<file path="src/rtl/demux1x2_buf.sv">
// demux1x2_buf: buffered 1-to-2 demultiplexer.
// Each input word is steered by its tag s into one of two show-ahead FIFOs,
// and each FIFO drains through its own valid/ready output port.
// Optional build macro: DEMUX1X2_BUF_STATS_EN adds per-channel push counters
// (acc0/acc1, saturating at 16'hFFFF, cleared by reset or flush).
module demux1x2_buf #(
    parameter int WIDTH = 32,
    parameter int DEPTH = 4,
    localparam int AW = $clog2(DEPTH)
) (
    input  logic             clk,
    input  logic             clrn,
    input  logic             flush,
    input  logic [WIDTH-1:0] d,
    input  logic             s,
    input  logic             d_valid,
    output logic             d_ready,
    output logic [WIDTH-1:0] y0,
    output logic             y0_valid,
    input  logic             y0_ready,
    output logic [WIDTH-1:0] y1,
    output logic             y1_valid,
    input  logic             y1_ready,
    output logic [AW:0]      cnt0,
    output logic [AW:0]      cnt1
`ifdef DEMUX1X2_BUF_STATS_EN
    ,
    output logic [15:0]      acc0,
    output logic [15:0]      acc1
`endif
);

    localparam logic [AW:0]   CNT_ONE  = (AW+1)'(1);
    localparam logic [AW:0]   CNT_FULL = (AW+1)'(DEPTH);
    localparam logic [AW-1:0] PTR_ONE  = AW'(1);

    // Per-channel views so the channel logic can be generated once.
    logic [AW:0]      cnt_arr   [2];
    logic [WIDTH-1:0] y_arr     [2];
    logic             valid_arr [2];
    logic             ready_arr [2];

    assign ready_arr[0] = y0_ready;
    assign ready_arr[1] = y1_ready;
    assign y0       = y_arr[0];
    assign y1       = y_arr[1];
    assign y0_valid = valid_arr[0];
    assign y1_valid = valid_arr[1];
    assign cnt0     = cnt_arr[0];
    assign cnt1     = cnt_arr[1];

    // Acceptance looks only at the selected channel's occupancy; a pop in the
    // same cycle does not free space for the push (no ready-to-ready path).
    assign d_ready = clrn & ~flush & (cnt_arr[s] != CNT_FULL);

`ifdef DEMUX1X2_BUF_STATS_EN
    logic [15:0] acc_arr [2];
    assign acc0 = acc_arr[0];
    assign acc1 = acc_arr[1];
`endif

    genvar gi;
    generate
        for (gi = 0; gi < 2; gi++) begin : g_chan
            logic [WIDTH-1:0] mem [DEPTH];
            logic [AW-1:0]    wr_ptr_reg;
            logic [AW-1:0]    rd_ptr_reg;
            logic [AW:0]      cnt_reg;
            logic             push;
            logic             pop;

            // d_ready already folds in reset, flush and full.
            assign push = d_valid & d_ready & (s == 1'(gi));
            // Flush discards a pop presented in the same cycle.
            assign pop  = (cnt_reg != '0) & ready_arr[gi] & ~flush;

            assign cnt_arr[gi]   = cnt_reg;
            assign valid_arr[gi] = (cnt_reg != '0);
            assign y_arr[gi]     = (cnt_reg != '0) ? mem[rd_ptr_reg] : '0;

            // Pointer and occupancy bookkeeping; reset and flush both empty the FIFO.
            always_ff @(posedge clk) begin
                if (!clrn || flush) begin
                    wr_ptr_reg <= '0;
                    rd_ptr_reg <= '0;
                    cnt_reg    <= '0;
                end else begin
                    if (push) wr_ptr_reg <= wr_ptr_reg + PTR_ONE;
                    if (pop)  rd_ptr_reg <= rd_ptr_reg + PTR_ONE;
                    if (push && !pop)
                        cnt_reg <= cnt_reg + CNT_ONE;
                    else if (pop && !push)
                        cnt_reg <= cnt_reg - CNT_ONE;
                end
            end

            // Storage write; contents are intentionally left unreset.
            always_ff @(posedge clk) begin
                if (push) mem[wr_ptr_reg] <= d;
            end

`ifdef DEMUX1X2_BUF_STATS_EN
            logic [15:0] acc_reg;
            assign acc_arr[gi] = acc_reg;

            // Saturating count of words accepted into this channel.
            always_ff @(posedge clk) begin
                if (!clrn || flush)
                    acc_reg <= '0;
                else if (push && acc_reg != 16'hFFFF)
                    acc_reg <= acc_reg + 16'd1;
            end
`endif
        end
    endgenerate

endmodule

</file>
<file path="config.mk">
export PLATFORM = sky130hd
export DESIGN_NAME = demux1x2_buf
export DESIGN_NICKNAME = d
export VERILOG_FILES = /design/src/rtl/demux1x2_buf.sv
export SDC_FILE = /design/constraint.sdc
export NUM_CORES = 1
export LEC_CHECK = 0
export ABC_CLOCK_PERIOD_IN_PS = 6800
export CORE_MARGIN = 2
export CORE_UTILIZATION = 51
export CTS_CLUSTER_DIAMETER = 200
export DETAILED_ROUTE_END_ITERATION = 8
export PLACE_DENSITY = 0.73
export SLEW_MARGIN = 20
export SYNTH_ARGS = -nofsm -noshare
export SYNTH_HDL_FRONTEND = slang
export SYNTH_SLANG_ARGS = --single-unit
</file>
<file path="constraint.sdc">
create_clock -name clk -period 6.8 [get_ports clk]
set_clock_uncertainty 0.2 [all_clocks]
set_input_delay 1.02 -clock clk [delete_from_list [all_inputs] [get_ports clk]]
set_output_delay 1.02 -clock clk [all_outputs]
set_load 0.02 [all_outputs]
</file>
==> metrics.txt, run 1 <==
largest net degree at the start of global routing 34; I/O Buffers 111; top cell type's share of synthesized area 0.718; Ports 112; Detailed Place HPWL 11500 um; layout cells sized above 1 0.184; drt first-iter violations 303; Leak 4.07 nW; Num CTS Buffers 26; Area Growth Syn to Fin 20.1%; Syn. warnings 0; ANT nets after route 0; cell count after placement 870; Main synth FF type edfxtp_1; Async S/R FF share, synth 0; initial antenna violation count 1; Worst EP arrival 3.01 ns; Slew Limit Fails 0; Setup Crit Path Kind reg -> out; R2R depth 8; total negative slack 0 ns; Req. time, crit path 5.58 ns; Non-Filler Instances 919; syn nets 559; final-layout fill cell count 1443; Clock Latency Late Sink 0.52 ns; Final nets 679; Detailed Route WL 19800 um; HP Class reg -> reg; Clock Tree Buf Depth 3; vias in the first global route 5400; most frequent cells in the layout 256 x edfxtp_1, 111 x clkdlybuf4s50_1, 64 x and2_1; row count 52; worst r2r src cnt0[0]; flop-to-flop setup slack 4.03 ns; sequential-to-total area share from yosys stat 0.752; endpoint class of the critical path output port; Util after Layout 0.629; Max Cap Viol 0; Final period util 0.622; Synth area leader edfxtp_1; WP buf/inv 2; EDFF count, synth 256; H-Tree Depth 1; CTS tree built; drt first pass iters 5; Post-CTS Repair Setup Buffers 0; Die Y 149 um; DR vias/cell 5.46; Synth cell types 27; Hold Vio Cnt, Final 0; first-pass GRT wire length 30500 um; r2r endpoint cnt0[2]; GRT overflow 0; # DRC 0; Crit. path cell count 4; mapped cell area 10700 um^2; vias 5021; Critical Path Fanout Max 21; number of flip-flops in the largest register 256; routed len/inst 21.6 um; slowest library cell on the worst path mux4_1; Die Wd 149 um; Avg Cell Area, Syn 21.1 um^2; P per Cell Area 267 nW/um^2; Worst VDD drop 0.000169 V; die area 22200 um^2; initial core utilization 0.524; clock transition at the registers of the reported paths 0.06 ns; Largest delay share family, worst path buffers and inverters; Core ar. 20400 um^2; status finished clean; #FFs+latches synth 274; critical path launch point type register; CTS Root Cell clkbuf_16; clk sinks 274; total track usage 0.184; commonest non-fill, non-tap cell in the layout edfxtp_1; crit path time final 4.23 ns; critical path, cell by cell buf_4 > mux4_1 > and2_1 > clkdlybuf4s50_1; Setup crit end y1[31]; RSZ-0062 raised after global routing no; worst slew pin tran 1.04 ns; top cells by area, synth edfxtp_1 72%, mux4_2 13%, and2_1 4.2%, dfxtp_1 3.4%, ha_1 1.2%; Max Freq 237 MHz; Max stage delay on crit path 0.66 ns; routability cong. 0.718; CTS resizes 0; Post-Synthesis Cells 508; final setup violation count 0; hold buffer count at CTS 0; max_slew headroom 0.309
[cell usage after synthesis, drive strengths merged (5+ instances only)]
cell    count
xor2        8
and2       72
ha         10
dfxtp      18
nand2       5
edfxtp    256
mux4       64
or3         6
inv         6
buf        15
nor2       13
clkbuf      7
[worst min path at each step]
stage	startpoint	to	slack, ns	cells after the start
2_1_floorplan	g_chan[0].wr_ptr_reg[1]	g_chan[0].wr_ptr_reg[1]	0.27	2
3_3_place_gp	g_chan[0].wr_ptr_reg[1]	g_chan[0].wr_ptr_reg[1]	0.28	2
3_5_place_dp	g_chan[1].wr_ptr_reg[1]	g_chan[1].wr_ptr_reg[1]	0.30	2
4_1_cts	g_chan[1].wr_ptr_reg[1]	g_chan[1].wr_ptr_reg[1]	0.31	2
5_1_grt	g_chan[0].wr_ptr_reg[1]	g_chan[0].wr_ptr_reg[1]	0.35	2
6_report	g_chan[1].wr_ptr_reg[1]	g_chan[1].wr_ptr_reg[1]	0.31	2
[routing by layer]
metal	GRT usage	part of all wire
met1	0.250	0.42
met2	0.311	0.51
met3	0.0281	0.049
met4	0.0605	0.024
met5	0	0
[cell type report]
type,instances,area (um^2),area share
Multi-Input combinational cell,206,2440,0.190
Tap cell,270,338,0.0263
Inverter,6,22.5,0.00175
Antenna cell,1,2.50,0.000195
Timing Repair Buffer,114,1130,0.0882
Clock inverter,17,161,0.0126
Sequential cell,274,8050,0.627
Clock buffer,31,701,0.0545
[report_power, final]
| part | internal, W | switching, W | leakage, nW |
|---|---|---|---|
| Combinational | 0.0000647 | 0.0000735 | 1.20 |
| Sequential | 0.00185 | 0.00000460 | 2.45 |
| Clock | 0.000847 | 0.000587 | 0.418 |
| Total | 0.00276 | 0.000665 | 4.07 |
[stage by stage]
| stage | hold slack [ns] | instance area (um^2) | worst slack (ns) | total power, W |
|---|---|---|---|---|
| after floorplan | 0.268 | 10700 | 3.71 | 0.00195 |
| final | 0.312 | 12800 | 2.57 | 0.00343 |
| after global routing | 0.350 | 12800 | 2.39 | 0.00353 |
| after CTS | 0.312 | 12800 | 2.47 | 0.00346 |
| after global placement | 0.280 | 12000 | 2.88 | 0.00203 |
| after detailed placement | 0.303 | 12000 | 2.70 | 0.00203 |
[worst register-to-register path: cells and delay by family, from the launching register on]
kind                       cells  cell delay, ns
AOI/OAI and AO/OA              1            0.17
and+or+nand+nor                3            0.93
xor gates and xnor gates       1            0.17
adders and majority gates      2            0.66
DFF                            1            0.49
buffers and inverters          1            0.07
[cell families (layout without fill, tap and decap cells)]
group,Yosys count,after routing,synth area share
flops,274,274,0.752
simple gates,105,105,0.0572
mux,69,69,0.141
buf+inv,28,168,0.0212
fa+ha+maj,12,12,0.0154
compound gates,12,12,0.00678
xor+xnor,8,8,0.00655
other cells,0,1,0
Note: power is estimated with default switching activity, not from simulation.
==> inputs of run 2 (changes only) <==
--- a/config.mk
+++ b/config.mk
@@ -5,7 +5,7 @@
 export SDC_FILE = /design/constraint.sdc
 export NUM_CORES = 1
 export LEC_CHECK = 0
-export ABC_CLOCK_PERIOD_IN_PS = 6800
+export ABC_CLOCK_PERIOD_IN_PS = 4320
 export CORE_MARGIN = 2
 export CORE_UTILIZATION = 51
 export CTS_CLUSTER_DIAMETER = 200
==> constraint.sdc (replaced) <==
create_clock -name clk -period 4.32 [get_ports clk]
set_clock_uncertainty 0.2 [all_clocks]
set_input_delay 0.648 -clock clk [delete_from_list [all_inputs] [get_ports clk]]
set_output_delay 0.648 -clock clk [all_outputs]
set_load 0.02 [all_outputs]
==> metrics.txt, run 2 (same netlist as run 1, synthesis figures left out) <==
Multi-input gate area 2440 um^2; Die Wd 149 um; Hold Vio Cnt, Final 0; GRT overflow 0; Area Growth Syn to Fin 22.0%; Num CTS Buffers 28; hold buffer count at CTS 0; CTS tree built; commonest non-fill, non-tap cell in the layout edfxtp_1; final setup violation count 0; slowest library cell on the worst path dfxtp_2; worst hold path depth 2; Final period util 0.868; die area 22200 um^2; final-layout fill cell count 1358; # DRC 0; drt first pass iters 4; r2r endpoint cnt0[2]; routed len/inst 22.4 um; H-Tree Depth 1; met2 Use GR 0.333; clock transition at the registers of the reported paths 0.06 ns; CTS resizes 0; total negative slack 0 ns; Core ar. 20400 um^2; WHS Endpoint g_chan[1].wr_ptr_reg[1]; clk sinks 274; ANT nets after route 0; most frequent cells in the layout 256 x edfxtp_1, 111 x clkdlybuf4s50_1, 64 x and2_1; number of flip-flops in the largest register 256; crit path time final 3.75 ns; diode count 0; max_slew headroom 0.354; Slew Limit Fails 0; largest net degree at the start of global routing 33; met3 Use GR 0.0367; Post-CTS Repair Setup Buffers 0; Critical Path Fanout Max 17; worst slew pin tran 0.968 ns; Detailed Place HPWL 13200 um; RSZ-0062 raised after global routing no; Setup Crit Path Kind reg -> out; Max Freq 267 MHz; endpoint class of the critical path output port; HP Class reg -> reg; Worst VDD drop 0.000355 V; vias 5259; layout cells sized above 1 0.209; routability cong. 0.729; DR vias/cell 5.59; CTS Root Cell clkbuf_16; Worst EP arrival 2.90 ns; Max Cap Viol 0; status finished clean; Final nets 700; Max stage delay on crit path 0.78 ns; Clock Tree Buf Depth 3; critical path, cell by cell buf_12 > mux4_1 > and2_1 > clkdlybuf4s50_1; Req. time, crit path 3.47 ns; Detailed Route WL 21100 um; critical path launch point type register; Ports 112; initial antenna violation count 0; P per Cell Area 421 nW/um^2; I/O Buffers 111; worst r2r src cnt0[0]; Clock Latency Late Sink 0.52 ns; WP buf/inv 2; Sequential Area 8050 um^2; flop-to-flop setup slack 1.60 ns; grt met1 use 0.259; R2R depth 8; Leak 4.22 nW; initial core utilization 0.524; first-pass GRT wire length 32100 um; vias in the first global route 5558; row count 52; Most Crowded Layer GR met2; hold path start g_chan[1].wr_ptr_reg[1]; Die Y 149 um; total track usage 0.193; Largest delay share family, worst path buffers and inverters; drt first-iter violations 365; Final Power 0.00550 W
[run 2: cell types whose count changed in the layout (fill, tap and decap cells not counted), sizes merged]
cell / previous run / this run
buf: 3 / 22
clkinvlp: 3 / 0
clkbuf: 31 / 41
diode: 1 / 0
clkinv: 11 / 9
bufinv: 3 / 2
[run 2: worst max-delay path by stage]
stage / to / slack [ns] / depth (start not counted)
CTS: y0[31] / 0.51 / 4
global placement: cnt0[2] / 1.03 / 9
global route: y1[10] / 0.41 / 4
detailed placement: cnt1[2] / 0.93 / 9
finish: y0[31] / 0.57 / 4
floorplan: cnt1[2] / 1.60 / 9
[run 2: layout make-up]
type	count	share of cell area
clock inverters	11	0.00824
clock buffers	41	0.0621
repair buffers	133	0.0987
inverters	6	0.00172
flip-flops and latches	274	0.617
well taps	270	0.0259
multi-input cells	206	0.187
[run 2: power by group]
group          total, W  internal (W)  switching, W
Clock           0.00235       0.00142      0.000936
Combinational  0.000222      0.000105      0.000117
Sequential      0.00293       0.00292    0.00000936
Total           0.00550       0.00444       0.00106
[run 2: through the flow]
| stage | instance area [um^2] | std cells | setup slack (ns) | hold WS, ns | util |
|---|---|---|---|---|---|
| detailed placement | 12100 | 889 | 0.933 | 0.302 | 0.594 |
| global route | 13100 | 941 | 0.412 | 0.332 | 0.639 |
| floorplan | 10700 | 508 | 1.60 | 0.268 | - |
| CTS | 13100 | 941 | 0.509 | 0.311 | 0.639 |
| global placement | 12100 | 889 | 1.03 | 0.282 | 0.594 |
| finish | 13100 | 941 | 0.572 | 0.301 | 0.639 |
[run 2: metal layers]
| metal | routed length (um) | vias to the layer above |
|---|---|---|
| met5 | 0 | - |
| met2 | 10900 | 173 |
| met1 | 8660 | 2758 |
| met3 | 1170 | 27 |
| li1 | - | 2301 |
| met4 | 347 | 0 |
[run 2: worst register-to-register path, cell delays in order (launching register included)]
cell	delay, ns
dfxtp_1	0.49
nor3b_1	0.17
nor3_1	0.44
ha_1	0.28
inv_1	0.07
fa_1	0.38
xor2_1	0.19
or3_1	0.31
a21oi_1	0.14
==> inputs of run 3 (changes only) <==
--- a/config.mk
+++ b/config.mk
@@ -7,10 +7,10 @@
 export LEC_CHECK = 0
 export ABC_CLOCK_PERIOD_IN_PS = 4320
 export CORE_MARGIN = 2
-export CORE_UTILIZATION = 51
+export CORE_UTILIZATION = 50
 export CTS_CLUSTER_DIAMETER = 200
 export DETAILED_ROUTE_END_ITERATION = 8
-export PLACE_DENSITY = 0.73
+export PLACE_DENSITY = 0.72
 export SLEW_MARGIN = 20
 export SYNTH_ARGS = -nofsm -noshare
 export SYNTH_HDL_FRONTEND = slang
==> metrics.txt, run 3 (same netlist as run 1, synthesis figures left out) <==
Setup Crit Path Kind reg -> out; Post-CTS Repair Setup Buffers 0; Final nets 694; CTS tree built; final setup violation count 0; routed len/inst 22.5 um; pre-CTS WS 0.732 ns; commonest non-fill, non-tap cell in the layout edfxtp_1; row count 53; max_slew headroom 0.347; WHS Endpoint g_chan[1].wr_ptr_reg[1]; Final period util 0.864; I/O Buffers 111; die area 22600 um^2; status finished clean; Hold Vio Cnt, Final 0; worst slew pin tran 0.980 ns; flop-to-flop setup slack 1.65 ns; Die Wd 150 um; r2r endpoint cnt1[2]; CTS Root Cell clkbuf_16; layout cells sized above 1 0.198; Core ar. 21000 um^2; HP Class reg -> reg; Final Power 0.00547 W; critical path, cell by cell buf_12 > mux4_1 > and2_1 > clkdlybuf4s50_1; first-pass GRT wire length 31900 um; DR vias/cell 5.54; drt first-iter violations 420; hold buffer count at CTS 0; crit path time final 3.73 ns; hold path start g_chan[1].wr_ptr_reg[1]; Max Freq 268 MHz; Req. time, crit path 3.47 ns; largest net degree at the start of global routing 33; routability cong. 0.730; Leak 4.18 nW; vias 5208; CTS resizes 0; endpoint class of the critical path output port; R2R depth 8; slowest library cell on the worst path dfxtp_2; Max stage delay on crit path 0.69 ns; H-Tree Depth 1; Num CTS Buffers 28; ANT nets after route 0; GRT overflow 0; drt first pass iters 6; number of flip-flops in the largest register 256; Largest delay share family, worst path buffers and inverters; most frequent cells in the layout 256 x edfxtp_1, 111 x clkdlybuf4s50_1, 64 x and2_1; Worst VDD drop 0.000302 V; Detailed Place HPWL 12900 um; RSZ-0062 raised after global routing no; Die Y 150 um; Max Cap Viol 0; clk sinks 274; Worst EP arrival 2.89 ns; Area Growth Syn to Fin 21.4%; initial core utilization 0.509; Clock Tree Buf Depth 3; worst hold path depth 2; Clock Latency Late Sink 0.54 ns; WP buf/inv 2; critical path launch point type register; Ports 112; fin worst setup slack 0.587 ns; worst r2r src cnt1[0]; vias in the first global route 5484; Util after Layout 0.618; total track usage 0.190; clock transition at the registers of the reported paths 0.06 ns; Detailed Route WL 21200 um; Slew Limit Fails 0; initial antenna violation count 0; Critical Path Fanout Max 19; # DRC 0; diode count 0; final-layout fill cell count 1423; P per Cell Area 421 nW/um^2; total negative slack 0 ns
==> run 3: report_power, final <==
group          switching (W)  internal (W)
Sequential        0.00000899       0.00292
Combinational       0.000118      0.000104
Clock               0.000959       0.00136
Total                0.00109       0.00438
==> run 3: worst max-delay path by stage <==
stage          startpoint      end  slack (ns)  cells past startpoint
6_report         register    y0[0]        0.59                      4
3_5_place_dp        flush  cnt1[2]        0.73                      9
2_1_floorplan       flush  cnt1[2]        1.60                      9
3_3_place_gp        flush  cnt1[2]        0.91                      9
4_1_cts          register    y0[0]        0.51                      4
5_1_grt          register    y0[0]        0.44                      4
==> run 3: final cells by class <==
cell class,instances,area (um^2),area share
flip-flops and latches,274,8050,0.620
multi-input cells,206,2440,0.188
repair buffers,127,1240,0.0957
clock buffers,35,758,0.0583
well taps,275,344,0.0265
clock inverters,17,138,0.0106
inverters,6,22.5,0.00173
==> run 3: routing by layer <==
layer  share of wire  routed length [um]  track usage
met1            0.42                8790        0.256
met2            0.52               11100        0.329
met3           0.048                1030       0.0309
met4           0.013                 280       0.0458
met5               0                   0            0
==> run 3: per-stage QoR <==
stage | area (um^2) | hold slack, ns | std cells
after CTS | 13000 | 0.311 | 940
final | 13000 | 0.307 | 940
after global routing | 13000 | 0.341 | 940
after global placement | 12100 | 0.278 | 888
after detailed placement | 12100 | 0.303 | 888
after floorplan | 10700 | 0.268 | 508
==> run 3: worst min-delay path, delay by kind of cell, from the launching register on <==
| family | cells | cell delay (ns) |
|---|---|---|
| flops | 1 | 0.34 |
| simple gates | 1 | 0.06 |
| mux | 1 | 0.05 |
